File: config.mk
export PLATFORM = sky130hd
export DESIGN_NAME = pc_sequencer
export DESIGN_NICKNAME = d
export VERILOG_FILES = /design/src/rtl/pc_sequencer.sv
export SDC_FILE = /design/constraint.sdc
export NUM_CORES = 1
export LEC_CHECK = 0
export ABC_AREA = 1
export CAP_MARGIN = 20
export CORE_MARGIN = 2
export CORE_UTILIZATION = 30
export DETAILED_ROUTE_END_ITERATION = 7
export DONT_BUFFER_PORTS = 1
export PLACE_DENSITY = 0.43
export SYNTH_ARGS = -nofsm -noshare
export SYNTH_HDL_FRONTEND = slang
export SYNTH_SLANG_ARGS = --single-unit
File: constraint.sdc
create_clock -name clk -period 1.8 [get_ports clk]
set_clock_uncertainty 0.05 [all_clocks]
set_input_delay 0.45 -clock clk [delete_from_list [all_inputs] [get_ports clk]]
set_output_delay 0.45 -clock clk [all_outputs]
set_load 0.1 [all_outputs]
File: src/rtl/pc_sequencer.sv
// pc_sequencer: owns the 8-bit program counter of the single-cycle CPU and
// drives the instruction-memory fetch handshake (IDLE/FETCH/EXEC/HALTED).
// Optional feature macro: PC_SEQ_LINK_EN adds a call input and a link
// register that captures the return address on call-type branches.
module pc_sequencer #(
  parameter int              PC_W     = 8,
  parameter logic [PC_W-1:0] RESET_PC = '0,
  parameter int              PC_STEP  = 1
) (
  input  logic            clk,
  input  logic            reset,
  input  logic            run,
  output logic            imem_req,
  output logic [PC_W-1:0] imem_addr,
  input  logic            imem_ack,
  output logic            fetch_valid,
  input  logic            branch,
  input  logic [PC_W-1:0] branch_target,
  input  logic            stall,
  input  logic            halt,
`ifdef PC_SEQ_LINK_EN
  input  logic            call,
  output logic [PC_W-1:0] link_addr,
`endif
  output logic [PC_W-1:0] pc,
  output logic [1:0]      state
);

  typedef enum logic [1:0] {
    S_IDLE   = 2'd0,
    S_FETCH  = 2'd1,
    S_EXEC   = 2'd2,
    S_HALTED = 2'd3
  } state_t;

  state_t          r_state;
  state_t          w_state_nxt;
  logic [PC_W-1:0] r_pc;
  logic [PC_W-1:0] w_pc_nxt;
  logic [PC_W-1:0] w_pc_inc;
  logic            r_branch_pend;
  logic            w_branch_pend_nxt;
  logic [PC_W-1:0] r_pend_target;
  logic [PC_W-1:0] w_pend_target_nxt;
  logic            r_fetch_valid;
  logic            w_fetch_done;

`ifdef PC_SEQ_LINK_EN
  logic            r_pend_call;
  logic            w_pend_call_nxt;
  logic [PC_W-1:0] r_link;
  logic [PC_W-1:0] w_link_nxt;
`endif

  // Sequential increment wraps naturally at 2^PC_W.
  assign w_pc_inc     = r_pc + PC_W'(PC_STEP);
  assign w_fetch_done = (r_state == S_FETCH) && imem_ack;

  assign imem_req    = (r_state == S_FETCH);
  assign imem_addr   = r_pc;
  assign fetch_valid = r_fetch_valid;
  assign pc          = r_pc;
  assign state       = r_state;
`ifdef PC_SEQ_LINK_EN
  assign link_addr   = r_link;
`endif

  // State, PC, pending-branch and fetch-valid registers.
  always_ff @(posedge clk) begin
    if (reset) begin
      r_state       <= S_IDLE;
      r_pc          <= RESET_PC;
      r_branch_pend <= 1'b0;
      r_pend_target <= '0;
      r_fetch_valid <= 1'b0;
    end else begin
      r_state       <= w_state_nxt;
      r_pc          <= w_pc_nxt;
      r_branch_pend <= w_branch_pend_nxt;
      r_pend_target <= w_pend_target_nxt;
      // One pulse per accepted fetch, even if EXEC is then stalled.
      r_fetch_valid <= w_fetch_done;
    end
  end

`ifdef PC_SEQ_LINK_EN
  // Link register and the call bit that travels with a pending branch.
  always_ff @(posedge clk) begin
    if (reset) begin
      r_pend_call <= 1'b0;
      r_link      <= '0;
    end else begin
      r_pend_call <= w_pend_call_nxt;
      r_link      <= w_link_nxt;
    end
  end
`endif

  // Next-state and next-PC decision: halt > stall > branch > pend > step.
  always_comb begin
    w_state_nxt       = r_state;
    w_pc_nxt          = r_pc;
    w_branch_pend_nxt = r_branch_pend;
    w_pend_target_nxt = r_pend_target;
`ifdef PC_SEQ_LINK_EN
    w_pend_call_nxt   = r_pend_call;
    w_link_nxt        = r_link;
`endif
    case (r_state)
      S_IDLE: begin
        if (run) w_state_nxt = S_FETCH;
      end
      S_FETCH: begin
        // Branches resolved while the fetch is outstanding are deferred;
        // the most recent one overwrites any earlier pending target.
        if (branch) begin
          w_branch_pend_nxt = 1'b1;
          w_pend_target_nxt = branch_target;
`ifdef PC_SEQ_LINK_EN
          w_pend_call_nxt   = call;
`endif
        end
        if (imem_ack) w_state_nxt = S_EXEC;
      end
      S_EXEC: begin
        if (halt) begin
          w_state_nxt = S_HALTED;
        end else if (stall) begin
          // A branch seen during a stall is kept so it is not lost if the
          // branch input drops before the stall releases.
          if (branch) begin
            w_branch_pend_nxt = 1'b1;
            w_pend_target_nxt = branch_target;
`ifdef PC_SEQ_LINK_EN
            w_pend_call_nxt   = call;
`endif
          end
        end else if (branch) begin
          w_pc_nxt          = branch_target;
          w_branch_pend_nxt = 1'b0;
          w_state_nxt       = S_FETCH;
`ifdef PC_SEQ_LINK_EN
          if (call) w_link_nxt = w_pc_inc;
`endif
        end else if (r_branch_pend) begin
          w_pc_nxt          = r_pend_target;
          w_branch_pend_nxt = 1'b0;
          w_state_nxt       = S_FETCH;
`ifdef PC_SEQ_LINK_EN
          if (r_pend_call) w_link_nxt = w_pc_inc;
`endif
        end else begin
          w_pc_nxt    = w_pc_inc;
          w_state_nxt = S_FETCH;
        end
      end
      S_HALTED: begin
        w_state_nxt = S_HALTED;
      end
      default: begin
        w_state_nxt = S_IDLE;
      end
    endcase
  end

endmodule

==> Yosys cells after proc, flatten, opt, wreduce, memory -nomap -nowiden <==
Cells that the tools add are included.
{ "word_totals": {"out_inout_bits": 20, "regBits": 20, "inputBits": 15, "wordCells": 38} }
{ "op_classes": {"n_eq_ne": 8, "add_sub_neg": 1, "reduce_logical": 7, "n_mux": 15, "n_bitwise": 2} }
{ "op_table": {"columns": ["op", "n"], "rows": [
  ["8-bit 2-to-1 mux", 5],
  ["8-bit one-hot mux with 2 select lines", 1],
  ["3-bit AND reduction", 3],
  ["8-bit by 1-bit adder with 8-bit output, second input constant", 1],
  ["2-bit 2-to-1 mux", 4],
  ["2-bit one-hot mux with 4 select lines", 1],
  ["2-bit != test, second input constant", 3],
  ["2-bit equality test, second input constant", 2],
  ["1-bit 2-to-1 mux", 3],
  ["3-bit != test, second input constant", 1],
  ["2-bit by 1-bit equality test with 1-bit output, second input constant", 1],
  ["2-bit logical NOT", 1],
  ["2-bit by 1-bit != test with 1-bit output, second input constant", 1],
  ["1-bit inverter", 2],
  ["1-bit one-hot mux with 2 select lines", 1],
  ["2-bit AND reduction", 1],
  ["2-bit nonzero test", 1],
  ["1-bit logical AND", 1]
]} }

==> Longest topological paths before layout <==
Gate-level depths: netlist of run 1.
{ "logic_depth": {"word_depth": 4, "depth_mapped": 8, "depth_no_buf": 8} }

==> Worst setup path before layout of run 1 <==
Ideal clock, no wire load.
{ "synth_timing": {"path_kind": "register -> register", "from": "reg r_state[0], in the netlist state[0]", "to": "reg r_state[1], in the netlist state[1]", "synth_period_minus_slack_ns": 2.566, "setup_time_ns": 0.121, "n_path_buf": 0, "stages_incl_launch_ff": 7, "t_required_ns": 1.629, "arrival_time_ns": 2.395, "slack_ns": -0.766, "path_cell_list": "dfxtp_1 ha_1 nand2_1 nand3_1 o21ai_1 nand2_1 nor2_1"} }
{ "synth_between": {"elab_chain_len": 3, "elab_cells_between_ends": 9, "classes_between": "eq/ne: 6; mux: 1; reduce/logical: 2"} }
{ "synth_rtl": {"columns": ["element", "line_no", "source"], "rows": [
  ["start, declared", "36", "state_t r_state;"],
  ["start signal, assigned", "77", "r_state <= w_state_nxt;"],
  ["2-bit by 1-bit equality test with 1-bit output *", null, null],
  ["net imem_req", "13", "output logic imem_req,"],
  ["2-bit by 1-bit != test with 1-bit output (no line)", null, null],
  ["3-bit AND reduction (no line)", null, null]
]} }
Mark *: on every way through the listed nets, which the timed path passes. The rest lies on a longest branch.
A chain may end at the register's enable or synchronous reset.

==> Worst setup path after layout of run 1 <==
{ "layout_timing": {"from": "reg r_pc[2], in the netlist imem_addr[2]", "to": "out imem_addr[2]"} }
{ "layout_rtl": {"columns": ["element", "line_no", "source"], "rows": [
  ["start, declared", "38", "logic [PC_W-1:0] r_pc;"],
  ["start signal, assigned", "78", "r_pc <= w_pc_nxt;"],
  ["end, declared", "14", "output logic [PC_W-1:0] imem_addr,"]
]} }
No word-level cell between the ends.

==> metrics.md, run 1 <==
| Metric | Value |
|---|---|
| Count of port buffers added during placement | 0 |
| Source of the worst hold timing path | reset |
| Buffer depth of the longest clock path | 2 |
| Post-route met1 wirelength | 1.40 mm |
| Highest cell delay on the worst timing path | 500 ps |
| Library cell contributing the largest single delay on the critical path | buf_4 |
| Fillers | 430 |
| Combinational family with the most area after synthesis | simple AND/OR/NAND/NOR gates |
| Combined buffer and inverter count along the critical path | 1 |
| Top post-synthesis cells by area | dfxtp_1 32%, nand2_1 12%, nor2_1 6.6%, inv_1 6.3%, ha_1 6.0% |
| Post-placement worst setup slack | 275 ps |
| Top cells by count, synth | 41 x nand2_1, 22 x nor2_1, 21 x inv_1 |
| Synth-to-Final Area Change | 15.0% |
| Top layer reached by signal wires | met4 |
| Worst hold slack across all endpoints | 209 ps |
| FF/Latch Area | 418 sq um |
| Number of synthesized flops with an enable pin | 0 |
| Netlist area before placement | 1250 sq um |
| Final design instance area without fill | 1430 sq um |
| Root buffer cell | clkbuf_8 |
| Remaining antenna violation count | 0 |
| Gp weighted congestion | 0.755 |
| Hold Vio Cnt, Final | 0 |
| Family with the most delay on the worst path | buffers and inverters |
| Total of warnings raised by yosys | 0 |
| Hold endpoint | fetch_valid |
| Total setup buffers inserted after CTS | 0 |
| Antenna violations before repair | 0 |
| Adder-cell area share of the yosys netlist | 6.02% |
| Final period demand of the worst path | 1650 ps |
| Cell type with the highest aggregate area in the netlist | dfxtp_1 |
| Met2 Routed Length | 1.05 mm |
| CP startpoint kind | flop |
| Worst-path maximum fanout | 6 |
| Routed vias | 1021 |
| Clock tree from TritonCTS | built |
| Most repeated cell in the gate-level netlist after synthesis | nand2_1 |
| Multi-input gate area in the final layout | 677 sq um |
| Number of cell rows | 23 |
| Worst relative slew slack | 63.8% |
| Clock transition at the registers of the reported paths | 70 ps |
| Die Y-Extent | 68.5 um |
| Total length of routed met3 wires | 165 um |
| Post-synthesis compound-gate area fraction | 17.4% |
| Total nets after synthesis | 199 |
| Count of placed standard cells including taps | 228 |
| CTS-repair resized insts | 0 |
| Aggregate negative setup slack | 0 ps |
| Synth Instances | 178 |
| Number of global-route vias before repair | 897 |
| Final routed wirelength across all metal layers | 2.66 mm |
| Clock buffers created by TritonCTS | 3 |
| Main flop type after synthesis | dfxtp_1 |
| Slew @ Worst Pin | 547 ps |
| Post-Synthesis Mean Instance Area | 7.00 sq um |
| Mux contribution to synthesized area | 0% |
| Clock latency reported for the late side of the worst-skew pair | 250 ps |
| Detail-routed net length per standard cell | 11.5 um |
| Status | finished clean |
| Area share of and/or/nand/nor cells after synthesis | 28.5% |
| Top-Level Pins | 35 |
| Maximum capacitance violations | 0 |
| Setup Viol. Count Final | 0 |
| Endpoint type of the worst setup path | primary output |
| Number of detailed-route iterations in the first pass | 4 |
| Final worst path period share | 91.8% |
| N_diodes | 0 |
| Nets | 204 |
| Power density cells | 1010 nW/um^2 |
| Xor and xnor area share after synthesis | 1.41% |
| Req. time, crit path | 1300 ps |
| First-pass GRT wire length | 4.35 mm |
| H-tree Lvls | 1 |
| Crit Reg-Reg Startpoint | state[0] |
| Flops & latches, synth | 20 |
| RSZ-0062 raised after global routing | no |
| Layout cells sized above 1 | 23.6% |
| Share of synthesized area occupied by flip-flops and latches | 32.1% |
| Count of placed standard cells in the final layout, fillers left out | 232 |
| CTS Hold Bufs | 0 |
| Worst hold path cell count | 1 |
| DRC viols | 0 |
| Effective utilization at floorplan | 31.2% |
| Vias per Instance | 4.40 |
| Core Footprint | 4000 sq um |
| Data arrival time at the worst-slack endpoint | 1150 ps |
| Horizontal extent of the die | 68.5 um |
| Iteration-0 DRC Markers | 57 |
| Area of the die | 4690 sq um |
| Worst R2R Setup Slack | 280 ps |
| Static Leak | 0.620 nW |
| Highest ir drop seen on vdd | 0.564 mV |
| Number of library cell types mapped by synthesis | 27 |
| Instance area after placement | 1390 sq um |
| Type of the worst setup path | flop to primary output |
| Final total power | 1.45 mW |
| Type of the most critical hold path | input pin to flop |
| Crit path setup slack, layout | 147 ps |
| Register-to-Register Path Depth | 6 |
| Worst r2r dst | r_pend_target[1] |
| Pin count of the biggest net entering global routing | 17 |
| Post-synthesis async set-or-reset flop share | 0% |
| Worst-path cell chain | buf_4 |
| Remaining global-route overflow | 0 |
| Area share of the largest cell type after synthesis | 32.1% |
| Final Max Slew Viols | 0 |
| Final Util | 35.8% |
| Half-perimeter wire length of the detailed placement result | 2.11 mm |
| Sink count of the clock tree | 20 |
| Timing-limited maximum frequency | 605 MHz |
| Combined global-route utilization of all metal layers | 12.4% |
==> cell type report <==
type	instances	area share [%]
Multi-Input combinational cell	122	47.2
Clock buffer	4	3.14
Timing Repair Buffer	12	9.78
Tap cell	50	4.37
Sequential cell	20	29.2
Inverter	24	6.29
==> worst max path at each step <==
stage | startpoint | to | slack, ps | cells after the start
after floorplan | state[0] | r_pend_target[2] | 150 | 7
after global placement | state[0] | r_pend_target[1] | 320 | 6
after detailed placement | state[0] | r_pend_target[1] | 270 | 6
after CTS | imem_addr[2] | imem_addr[2] | 140 | 1
after global routing | state[1] | imem_req | 110 | 2
final | imem_addr[2] | imem_addr[2] | 150 | 1
==> layout by cell type, fill, tap and decap left out, drive strengths merged <==
cell type,synthesis,layout
nand3,9,9
dfxtp,20,20
a21oi,15,15
xor2,1,1
clkbuf,1,4
o21bai,2,2
nor2,25,25
inv,24,24
xnor2,1,1
ha,6,6
o211ai,1,1
nand4,1,1
o21ai,16,16
nor4,1,1
o22ai,1,1
buf,11,12
nand2,43,43
==> state kept, by name (all words and copies together) (netlist names) <==
register and count:
state 2, r_branch_pend 1, r_pend_target 8, imem_addr 8, fetch_valid 1
==> layer usage <==
layer	global-route usage [%]	up-vias
met5	0	-
met4	4.50	0
met2	17.8	33
met3	2.96	5
met1	17.7	418
li1	-	565
==> where the power goes <==
part           leakage (nW)  internal [mW]  total [mW]  switching, mW
registers             0.168          0.518       0.579         0.0606
clock network        0.0228          0.157       0.297          0.139
logic                 0.428          0.159       0.575          0.416
==> cell families (layout without fill, tap and decap cells) <==
kind of cell,count (synthesis),in the layout
compound gates,35,35
buf+inv,36,40
xor+xnor,2,2
flops,20,20
simple gates,79,79
fa+ha+maj,6,6
Note: power is estimated with default switching activity, not from simulation.
==> run 2: changes to the inputs <==
--- a/config.mk
+++ b/config.mk
@@ -11,7 +11,7 @@
 export CORE_UTILIZATION = 30
 export DETAILED_ROUTE_END_ITERATION = 7
 export DONT_BUFFER_PORTS = 1
-export PLACE_DENSITY = 0.43
+export PLACE_DENSITY = 0.54
 export SYNTH_ARGS = -nofsm -noshare
 export SYNTH_HDL_FRONTEND = slang
 export SYNTH_SLANG_ARGS = --single-unit
==> metrics.md, run 2 (synthesis results as in run 1) <==
| Metric | Value |
|---|---|
| Instance area after placement | 1410 sq um (was 1390 sq um) |
| Vias per Instance | 4.43 (was 4.40) |
| Register-to-Register Path Depth | 6 (unchanged) |
| CTS-repair resized insts | 0 (unchanged) |
| Setup Viol. Count Final | 0 (unchanged) |
| Final Max Slew Viols | 0 (unchanged) |
| Horizontal extent of the die | 68.5 um (unchanged) |
| Die Y-Extent | 68.5 um (unchanged) |
| Buffer depth of the longest clock path | 2 (unchanged) |
| Final worst path period share | 91.6% (was 91.8%) |
| Worst r2r dst | r_pend_target[4] (was r_pend_target[1]) |
| Combined global-route utilization of all metal layers | 12.3% (was 12.4%) |
| Worst setup startpoint | imem_addr[4] (was imem_addr[2]) |
| Power density cells | 1030 nW/um^2 (was 1010 nW/um^2) |
| Routed vias | 1023 (was 1021) |
| Source of the worst hold timing path | reset (unchanged) |
| Clock latency reported for the late side of the worst-skew pair | 270 ps (was 250 ps) |
| Root buffer cell | clkbuf_8 (unchanged) |
| Gp weighted congestion | 0.782 (was 0.755) |
| First-pass GRT wire length | 4.35 mm (unchanged) |
| RSZ-0062 raised after global routing | no (unchanged) |
| Combined buffer and inverter count along the critical path | 1 (unchanged) |
| Final routed wirelength across all metal layers | 2.60 mm (was 2.66 mm) |
| Family with the most delay on the worst path | buffers and inverters (unchanged) |
| Worst relative slew slack | 63.9% (was 63.8%) |
| Core Footprint | 4000 sq um (unchanged) |
| DRC viols | 0 (unchanged) |
| Worst-path maximum fanout | 5 (was 6) |
| Worst-path cell chain | buf_4 (unchanged) |
| Part of the total power dissipated in the clock network | 23.8% (was 20.5%) |
| Final design instance area without fill | 1460 sq um (was 1430 sq um) |
| Commonest cells after routing, fill and taps aside | 41 x nand2_1, 22 x nor2_1, 21 x inv_1 (unchanged) |
| Antenna violations before repair | 0 (unchanged) |
| Register share of total power | 37.9% (was 39.9%) |
| Aggregate negative setup slack | 0 ps (unchanged) |
| Layout cells sized above 1 | 23.8% (was 23.6%) |
| CTS Hold Bufs | 0 (unchanged) |
| Timing-limited maximum frequency | 607 MHz (was 605 MHz) |
| Clock transition at the registers of the reported paths | 80 ps (was 70 ps) |
| Library cell contributing the largest single delay on the critical path | buf_4 (unchanged) |
| Endpoint type of the worst setup path | primary output (unchanged) |
| CP startpoint kind | flop (unchanged) |
| Switching part of the total | 42.3% (was 42.5%) |
| Crit Reg-Reg Startpoint | state[0] (unchanged) |
| Worst hold path cell count | 1 (unchanged) |
| Final period demand of the worst path | 1650 ps (about the same) |
| Half-perimeter wire length of the detailed placement result | 2.01 mm (was 2.11 mm) |
| Type of the most critical hold path | input pin to flop (unchanged) |
| Detail-routed net length per standard cell | 11.2 um (was 11.5 um) |
| Worst R2R Setup Slack | 290 ps (was 280 ps) |
| Number of global-route vias before repair | 967 (was 897) |
| Clock tree from TritonCTS | built (unchanged) |
| Nets | 203 (was 204) |
| Highest ir drop seen on vdd | 0.584 mV (was 0.564 mV) |
| H-tree Lvls | 1 (unchanged) |
| Combinational share of power | 38.3% (was 39.7%) |
| Remaining antenna violation count | 0 (unchanged) |
| Clock buffers created by TritonCTS | 3 (unchanged) |
| Number of detailed-route iterations in the first pass | 4 (unchanged) |
| Highest cell delay on the worst timing path | 490 ps (was 500 ps) |
| CP Depth | 1 (unchanged) |
| Top-Level Pins | 35 (unchanged) |
| Sink count of the clock tree | 20 (unchanged) |
| Hold endpoint | fetch_valid (unchanged) |
| Leading cell type in the layout, fill and taps excluded | nand2_1 (unchanged) |
| Maximum capacitance violations | 0 (unchanged) |
| Type of the worst setup path | flop to primary output (unchanged) |
| Effective utilization at floorplan | 31.2% (unchanged) |
| Slew @ Worst Pin | 545 ps (was 547 ps) |
| Req. time, crit path | 1300 ps (about the same) |
| Status | finished clean (unchanged) |
| Area of the die | 4690 sq um (unchanged) |
| Int Power | 868 uW (was 834 uW) |
| Static Leak | 0.626 nW (was 0.620 nW) |
| Data arrival time at the worst-slack endpoint | 1150 ps (about the same) |
| Switching power total | 636 uW (was 616 uW) |
| Remaining global-route overflow | 0 (unchanged) |
| Count of port buffers added during placement | 0 (unchanged) |
| N_diodes | 0 (unchanged) |
| Iteration-0 DRC Markers | 31 (was 57) |
| Hold Vio Cnt, Final | 0 (unchanged) |
| Synth-to-Final Area Change | 17.2% (was 15.0%) |
| Pin count of the biggest net entering global routing | 17 (unchanged) |
| Total setup buffers inserted after CTS | 0 (unchanged) |
| Number of cell rows | 23 (unchanged) |
run 2: how the worst max path moves through the flow:
stage | endpoint | slack, ps
2_1_floorplan | r_pend_target[2] | 150
3_3_place_gp | state[0] | 310
3_5_place_dp | r_pend_target[4] | 280
4_1_cts | imem_addr[4] | 140
5_1_grt | r_pend_target[4] | 80
6_report | imem_addr[4] | 150
run 2: power groups by stage:
stage / clock network (mW) / registers, mW / logic, mW
5_1_grt: 0.386 / 0.580 / 0.631
3_3_place_gp: 0 / 0.580 / 0.578
4_1_cts: 0.368 / 0.570 / 0.582
3_5_place_dp: 0 / 0.581 / 0.581
2_1_floorplan: 0 / 0.702 / 0.388
6_report: 0.358 / 0.570 / 0.576
run 2: cell type report:
type                    instances  area (sq um)
clock buffers                   4          55.1
well taps                      50          62.6
flip-flops and latches         20           418
multi-input cells             122           677
fillers                       421          2540
inverters                      24          90.1
repair buffers                 11           158
run 2: stage by stage:
stage          hold WS, ps  utilization (%)  std cells  worst slack, ps  total power, mW
6_report               200             36.5        231              151             1.50
5_1_grt                205             36.5        231             81.1             1.60
4_1_cts                192             36.5        231              145             1.52
3_5_place_dp           394             35.1        227              285             1.16
3_3_place_gp           392             35.1        227              311             1.16
2_1_floorplan          373                -        178              146             1.09
run 2: layer usage:
| layer | GRT usage, % | up-vias | part of all wire (%) |
|---|---|---|---|
| li1 | - | 565 | - |
| met1 | 16.8 | 434 | 50 |
| met2 | 17.7 | 20 | 43 |
| met3 | 3.62 | 4 | 5.9 |
| met4 | 5.25 | 0 | 1.5 |
| met5 | 0 | - | 0 |
